### src/rtl/rv32i_pkg.sv
// Shared RV32I load/store definitions: funct3 encodings, LSU state type and
// the request legality check used when a request is accepted.
package rv32i_pkg;

  localparam logic [2:0] F3_B  = 3'b000;
  localparam logic [2:0] F3_H  = 3'b001;
  localparam logic [2:0] F3_W  = 3'b010;
  localparam logic [2:0] F3_BU = 3'b100;
  localparam logic [2:0] F3_HU = 3'b101;

  localparam int DEFAULT_TIMEOUT = 16;

  typedef enum logic [1:0] {
    ST_IDLE   = 2'd0,
    ST_ACCESS = 2'd1,
    ST_DONE   = 2'd2
  } lsu_state_t;

  // True when funct3 is legal for the operation and the address is aligned.
  function automatic logic req_ok(input logic is_store, input logic [2:0] f3,
                                  input logic [1:0] addr_lo);
    logic legal;
    logic aligned;
    legal   = 1'b0;
    aligned = 1'b0;
    case (f3)
      F3_B:  begin legal = 1'b1;      aligned = 1'b1;              end
      F3_H:  begin legal = 1'b1;      aligned = ~addr_lo[0];       end
      F3_W:  begin legal = 1'b1;      aligned = (addr_lo == 2'b00); end
      F3_BU: begin legal = ~is_store; aligned = 1'b1;              end
      F3_HU: begin legal = ~is_store; aligned = ~addr_lo[0];       end
      default: ;
    endcase
    return legal & aligned;
  endfunction

endpackage

### src/rtl/lsu_if.sv
// Data-memory request/response bus between the LSU (master) and memory (slave).
// mem_req is the request valid; fields are stable while it is high, and a
// transfer completes on any rising edge where mem_req and mem_ack are both 1.
interface lsu_if;
  logic        mem_req;
  logic        mem_we;
  logic [31:0] mem_addr;
  logic [31:0] mem_wdata;
  logic [3:0]  mem_wstrb;
  logic [31:0] mem_rdata;
  logic        mem_ack;

  modport master (
    output mem_req, mem_we, mem_addr, mem_wdata, mem_wstrb,
    input  mem_rdata, mem_ack
  );

  modport slave (
    input  mem_req, mem_we, mem_addr, mem_wdata, mem_wstrb,
    output mem_rdata, mem_ack
  );
endinterface

### src/rtl/lsu_align.sv
// Byte-lane steering for stores and lane select plus sign/zero extension for
// loads. Purely combinational; the store path and load path are independent.
module lsu_align
  import rv32i_pkg::*;
(
  input  logic [2:0]  i_st_funct3,
  input  logic [1:0]  i_st_addr_lo,
  input  logic [31:0] i_store_data,
  output logic [31:0] o_wdata,
  output logic [3:0]  o_wstrb,
  input  logic [2:0]  i_ld_funct3,
  input  logic [1:0]  i_ld_addr_lo,
  input  logic [31:0] i_rdata,
  output logic [31:0] o_load_data
);

  logic [31:0] w_lane;

  always_comb begin
    o_wdata = i_store_data;
    o_wstrb = 4'b1111;
    case (i_st_funct3)
      F3_B: begin
        o_wdata = {4{i_store_data[7:0]}};
        o_wstrb = 4'b0001 << i_st_addr_lo;
      end
      F3_H: begin
        o_wdata = {2{i_store_data[15:0]}};
        o_wstrb = i_st_addr_lo[1] ? 4'b1100 : 4'b0011;
      end
      default: ;
    endcase
  end

  // Bring the addressed byte/halfword down to bit 0 before extension.
  assign w_lane = i_rdata >> {i_ld_addr_lo, 3'b000};

  always_comb begin
    o_load_data = w_lane;
    case (i_ld_funct3)
      F3_B:  o_load_data = {{24{w_lane[7]}}, w_lane[7:0]};
      F3_H:  o_load_data = {{16{w_lane[15]}}, w_lane[15:0]};
      F3_BU: o_load_data = {24'h0, w_lane[7:0]};
      F3_HU: o_load_data = {16'h0, w_lane[15:0]};
      default: ;
    endcase
  end

endmodule

### src/rtl/lsu.sv
// Load/store unit: accepts one request from execute, checks it, issues a single
// data-memory access, and reports completion, fault or timeout with a done pulse.
module lsu
  import rv32i_pkg::*;
#(
  parameter int TIMEOUT_CYCLES = DEFAULT_TIMEOUT
) (
  input  logic        clk,
  input  logic        rst,
  input  logic        start,
  input  logic        is_load,
  input  logic        is_store,
  input  logic [2:0]  funct3,
  input  logic [31:0] addr,
  input  logic [31:0] store_data,
  output logic        busy,
  output logic        done,
  output logic        fault,
  output logic [31:0] load_data,
  lsu_if.master       mem,
  output lsu_state_t  dbg_state
);

  localparam int CW = $clog2(TIMEOUT_CYCLES + 1);

  lsu_state_t  r_state;
  lsu_state_t  w_next_state;
  logic [CW-1:0] r_cnt;
  logic        r_fault;
  logic        r_is_load;
  logic        r_we;
  logic [31:0] r_addr;
  logic [31:0] r_wdata;
  logic [3:0]  r_wstrb;
  logic [2:0]  r_ld_funct3;
  logic [1:0]  r_addr_lo;
  logic [31:0] r_load_data;

  logic        w_start_valid;
  logic        w_start_fault;
  logic        w_issue;
  logic        w_capture;
  logic        w_set_fault;
  logic        w_cnt_inc;
  logic [31:0] w_wdata;
  logic [3:0]  w_wstrb;
  logic [31:0] w_load_ext;

  // A start with neither op bit set is not a request at all; anything else
  // that fails the legality check completes immediately as a fault.
  assign w_start_valid = start && (is_load ^ is_store) && req_ok(is_store, funct3, addr[1:0]);
  assign w_start_fault = start && (is_load || is_store) && !w_start_valid;

  lsu_align u_align (
    .i_st_funct3  (funct3),
    .i_st_addr_lo (addr[1:0]),
    .i_store_data (store_data),
    .o_wdata      (w_wdata),
    .o_wstrb      (w_wstrb),
    .i_ld_funct3  (r_ld_funct3),
    .i_ld_addr_lo (r_addr_lo),
    .i_rdata      (mem.mem_rdata),
    .o_load_data  (w_load_ext)
  );

  always_comb begin
    w_next_state = r_state;
    w_issue      = 1'b0;
    w_capture    = 1'b0;
    w_set_fault  = 1'b0;
    w_cnt_inc    = 1'b0;
    busy         = 1'b0;
    case (r_state)
      ST_IDLE: begin
        if (w_start_valid) begin
          w_next_state = ST_ACCESS;
          w_issue      = 1'b1;
          busy         = 1'b1;
        end else if (w_start_fault) begin
          w_next_state = ST_DONE;
          w_set_fault  = 1'b1;
          busy         = 1'b1;
        end
      end
      ST_ACCESS: begin
        busy = 1'b1;
        // An ack in the last allowed cycle still wins over the timeout.
        if (mem.mem_ack) begin
          w_next_state = ST_DONE;
          w_capture    = r_is_load;
        end else if (r_cnt == CW'(TIMEOUT_CYCLES - 1)) begin
          w_next_state = ST_DONE;
          w_set_fault  = 1'b1;
        end else begin
          w_cnt_inc = 1'b1;
        end
      end
      ST_DONE: w_next_state = ST_IDLE;
      default: w_next_state = ST_IDLE;
    endcase
  end

  always_ff @(posedge clk) begin
    if (rst) begin
      r_state     <= ST_IDLE;
      r_cnt       <= '0;
      r_fault     <= 1'b0;
      r_is_load   <= 1'b0;
      r_we        <= 1'b0;
      r_addr      <= 32'h0;
      r_wdata     <= 32'h0;
      r_wstrb     <= 4'b0000;
      r_ld_funct3 <= 3'b000;
      r_addr_lo   <= 2'b00;
      r_load_data <= 32'h0;
    end else begin
      r_state <= w_next_state;
      r_fault <= w_set_fault;
      if (w_issue) begin
        r_cnt       <= '0;
        r_is_load   <= is_load;
        r_we        <= is_store;
        r_addr      <= {addr[31:2], 2'b00};
        r_wdata     <= is_store ? w_wdata : 32'h0;
        r_wstrb     <= is_store ? w_wstrb : 4'b0000;
        r_ld_funct3 <= funct3;
        r_addr_lo   <= addr[1:0];
      end else if (w_cnt_inc) begin
        r_cnt <= r_cnt + 1'b1;
      end
      if (w_capture) begin
        r_load_data <= w_load_ext;
      end
    end
  end

  assign mem.mem_req   = (r_state == ST_ACCESS);
  assign mem.mem_we    = r_we;
  assign mem.mem_addr  = r_addr;
  assign mem.mem_wdata = r_wdata;
  assign mem.mem_wstrb = r_wstrb;

  assign done      = (r_state == ST_DONE);
  assign fault     = r_fault;
  assign load_data = r_load_data;
  assign dbg_state = r_state;

endmodule
### src/flat_wrapper.sv
// flat-port wrapper written by rule: the top's interface ports become plain ports
module lsu_flat import rv32i_pkg::*;
#(
  parameter int TIMEOUT_CYCLES = DEFAULT_TIMEOUT
)
  (clk, rst, start, is_load, is_store, funct3, addr, store_data, busy, done, fault, load_data, dbg_state, mem_mem_req, mem_mem_we, mem_mem_addr, mem_mem_wdata, mem_mem_wstrb, mem_mem_rdata, mem_mem_ack);
  lsu_if mem_i ();
  input  logic clk;
  input  logic rst;
  input  logic start;
  input  logic is_load;
  input  logic is_store;
  input  logic [2:0] funct3;
  input  logic [31:0] addr;
  input  logic [31:0] store_data;
  output logic busy;
  output logic done;
  output logic fault;
  output logic [31:0] load_data;
  output lsu_state_t dbg_state;
  output wire logic [$bits(mem_i.mem_req)-1:0] mem_mem_req;
  output wire logic [$bits(mem_i.mem_we)-1:0] mem_mem_we;
  output wire logic [$bits(mem_i.mem_addr)-1:0] mem_mem_addr;
  output wire logic [$bits(mem_i.mem_wdata)-1:0] mem_mem_wdata;
  output wire logic [$bits(mem_i.mem_wstrb)-1:0] mem_mem_wstrb;
  input wire logic [$bits(mem_i.mem_rdata)-1:0] mem_mem_rdata;
  input wire logic [$bits(mem_i.mem_ack)-1:0] mem_mem_ack;
  assign mem_mem_req = mem_i.mem_req;
  assign mem_mem_we = mem_i.mem_we;
  assign mem_mem_addr = mem_i.mem_addr;
  assign mem_mem_wdata = mem_i.mem_wdata;
  assign mem_mem_wstrb = mem_i.mem_wstrb;
  assign mem_i.mem_rdata = mem_mem_rdata;
  assign mem_i.mem_ack = mem_mem_ack;
  lsu #(.TIMEOUT_CYCLES(TIMEOUT_CYCLES)) u_core (.clk(clk), .rst(rst), .start(start), .is_load(is_load), .is_store(is_store), .funct3(funct3), .addr(addr), .store_data(store_data), .busy(busy), .done(done), .fault(fault), .load_data(load_data), .mem(mem_i), .dbg_state(dbg_state));
endmodule
### config.mk
export PLATFORM = sky130hd
export DESIGN_NAME = lsu_flat
export DESIGN_NICKNAME = d
export VERILOG_FILES = /design/src/rtl/rv32i_pkg.sv /design/src/rtl/lsu_if.sv /design/src/rtl/lsu_align.sv /design/src/rtl/lsu.sv /design/src/flat_wrapper.sv
export SDC_FILE = /design/constraint.sdc
export NUM_CORES = 1
export LEC_CHECK = 0
export CORE_UTILIZATION = 40
export DETAILED_ROUTE_END_ITERATION = 10
export GPL_ROUTABILITY_DRIVEN = 0
export MAX_ROUTING_LAYER = met4
export PLACE_DENSITY = 0.74
export SETUP_SLACK_MARGIN = 0.5
export SYNTH_ARGS = -nofsm -noshare
export SYNTH_HDL_FRONTEND = slang
export SYNTH_SLANG_ARGS = --single-unit
### constraint.sdc
create_clock -name clk -period 2.5 [get_ports clk]
set_input_delay 0.25 -clock clk [delete_from_list [all_inputs] [get_ports clk]]
set_output_delay 0.25 -clock clk [all_outputs]
set_load 0.005 [all_outputs]
==> results by group <==
Logic synthesis
  – Post-Synthesis Cells: 635
  – Mux share of post-synthesis cell area: 8.376%
  – Complex-gate fraction of the synthesized area: 25.80%
  – Post-Synth Adder-Cell Area: 0.6941%
  – Seq cells post-synth: 113
  – Post-synthesis sequential area ratio: 41.83%
  – Top cells by count, synth: dfxtp_1, a21oi_1, o21ai_0, nand3_1, nor2_1
  – Post-synth top area share: 41.83%
  – EDFF count, synth: 0
  – Largest family of logic cells by synthesized area: compound AO/OA/AOI/OAI gates
  – Area contributors post-synth: dfxtp_1, a21oi_1, o21ai_0
  – Synth Area in XOR/XNOR: 0.4859%
  – Most used DFF post-synth: dfxtp_1
  – Number of distinct library cells after synthesis: 44
  – Simple-gate share of the synthesized area: 16.29%
  – Post-synth top area cell: dfxtp_1
  – Async SR Flop Fraction: 0%
  – Cell Area, Synth: 5408 sq um
  – Yosys warns: 0
  – Synthesized area per cell: 8.516 sq um
  – Top-count cell post-synth: dfxtp_1

STA
  – Final worst slack: 0.5869 ns
  – Crit share post-route: 76.52%
  – Max Clk Rate: 522.7 MHz
  – Setup tns final: 0 ns
  – Final setup viols: 0
  – Hold Vio Cnt, Final: 0
  – Worst rel slew slack: 49.13%
  – Slew @ Worst Pin: 0.7602 ns
  – WHS: 0.1406 ns
  – Clock skew: 0.008187 ns
  – Final critical-path required period: 1.913 ns
  – Max Slew Vio Count: 0
  – RSZ-0062 raised after global routing: yes

Routing
  – Vias after detailed routing: 5587
  – Final WL: 17380 microns
  – # DRC: 0
  – First-pass DRT Iterations: 5
  – DRT antenna net count: 0
  – DRT iter0 DRCs: 373
  – Avg WL per Cell: 17.10 microns
  – Vias per cell: 5.499

Floorplanning
  – Core area: 13190 sq um
  – Initial Util: 41.00%
  – Die width: 118.3 microns
  – # IOs: 212
  – Die area: 13990 sq um
  – # rows: 42
  – Chip height: 118.3 microns

Worst setup path
  – CP max FO: 7
  – Critical Path AT: 2.20 ns
  – Critical path type: flip-flop to flip-flop
  – Worst Path Required: 2.79 ns
  – Startpoint types: flip-flop
  – Critical Path Sink Type: flip-flop

Outcome
  – Run status: completed

CTS
  – Cts hold-fix bufs: 0
  – CTS root buf: clkbuf_16
  – CTS Buf Count: 17
  – Clock latency on the worst-skew pair: 0.41 ns
  – Max Buffers Root-to-Sink: 2
  – CTS sink cnt: 113
  – Clock slew at reported path FFs: 0.06 ns
  – H-tree Lvls: 4
  – TritonCTS clock tree: done

Min path
  – Path type of the worst min-delay path: primary input to flip-flop

Power
  – Power Density: 562.4 nW/um^2
  – Max VDD drop: 0.3423 mV
  – Pleak: 2.810 nW
  – Design Power: 4.625 mW

GRT
  – Initial antenna violation count: 1
  – Total gr overflow: 0
  – First-pass GRT wire length: 27940 microns
  – Largest net degree at the start of global routing: 104
  – Overall Global Routing Usage: 25.83%
  – Vias in the first global route: 5464

Placement
  – HPWL Detailed: 12150 microns
  – Area after DPL: 7660 sq um
  – Placement Setup Slack: 0.1085 ns
  – Buffers on Ports: 209

Cells and area
  – Fillers: 1123
  – Final #Nets: 934
  – Share of post-route cells with drive strength above 1: 11.56%
  – Area grow syn2layout: 52.06%
  – Area occupied by multi-input gates: 2831 sq um
  – Register area: 2265 sq um
  – Post-route cell area: 8223 sq um

Run
  – Max-cap violation count: 0
[report_power, final]
| part | total, mW | leakage, nW | switching [mW] | internal [mW] |
|---|---|---|---|---|
| Sequential | 1.86 | 0.913 | 0.0221 | 1.84 |
| Clock | 2.13 | 0.268 | 0.775 | 1.36 |
| Combinational | 0.634 | 1.63 | 0.310 | 0.324 |
[final timing paths]
| path | from | end | slack (ns) | cells after the start |
|---|---|---|---|---|
| setup / recovery | u_core.r_cnt[0] | u_core.r_cnt[4] | 0.59 | 7 |
| setup reg to reg | u_core.r_cnt[0] | u_core.r_cnt[4] | 0.59 | 7 |
| hold / removal | rst | u_core.mem.mem_wdata[4] | 0.14 | 2 |
| hold reg to reg | u_core.load_data[0] | u_core.load_data[0] | 0.46 | 2 |
[sequential cells by signal, summed over array words and instances, names as in the netlist]
name / flops
u_core.mem.mem_wstrb: 4
u_core.r_ld_funct3: 3
u_core.mem.mem_wdata: 32
u_core.fault: 1
u_core.r_cnt: 5
u_core.dbg_state: 2
u_core.r_addr_lo: 2
u_core.mem.mem_we: 1
u_core.mem.mem_addr: 30
u_core.r_is_load: 1
u_core.load_data: 32
[timing repair]
action	CTS	global route
buffers inserted	0	2
pin swaps	1	2
gates resized for setup	4	8
gates cloned	0	0
setup endpoints to repair	2	8
[layer usage]
layer	vias to the layer above	wire length, microns	track usage (%)
met1	2643	7237	29.81
met5	-	0	-
met3	41	1101	6.660
met4	0	459	11.70
met2	211	8579	42.10
li1	2692	-	-
[cell type report]
type,count,share of cell area (%)
Multi-Input combinational cell,452,34.43
Inverter,6,0.2739
Tap cell,176,2.678
Antenna cell,1,0.03043
Timing Repair Buffer,236,28.61
Sequential cell,113,27.54
Clock buffer,26,6.071
Clock inverter,6,0.3652
[critical path, stage by stage (launching register included)]
cell and delay [ns]:
dfxtp_1 0.33, ha_1 0.22, and3_1 0.18, ha_1 0.22
nor4b_4 0.28, buf_4 0.19, nor2_1 0.04, a2111oi_0 0.34
[metrics by stage]
| step | util, % | std cells |
|---|---|---|
| final | 62.34 | 1016 |
| after global routing | 62.34 | 1016 |
| after CTS | 62.09 | 1013 |
| after detailed placement | 58.07 | 981 |
| after global placement | 58.07 | 981 |
| after floorplan | - | 636 |
[cell usage in the layout (no fill, tap or decap), types with 5 or more instances in the layout]
master and n:
a211oi_1 8, a211oi_2 11, a21oi_1 89, buf_12 5, buf_4 22, clkbuf_1 5
clkbuf_16 17, clkdlybuf4s50_1 206, clkinv_2 6, dfxtp_1 111, inv_1 6, mux2_2 16
mux2i_1 25, nand2_1 20, nand2b_1 19, nand3_1 38, nand4_1 21, nor2_1 31
nor2b_1 14, nor3_1 12, o2111ai_1 8, o211ai_1 9, o21ai_0 81, o21ai_1 14
o2bb2ai_1 7
[cells by family after synthesis]
group / Yosys count
AOI/OAI and AO/OA: 235
DFF: 113
other: 1
buffers and inverters: 71
and+or+nand+nor: 167
xor gates and xnor gates: 3
adders and majority gates: 3
muxes: 42
Note: power is estimated with default switching activity, not from simulation.
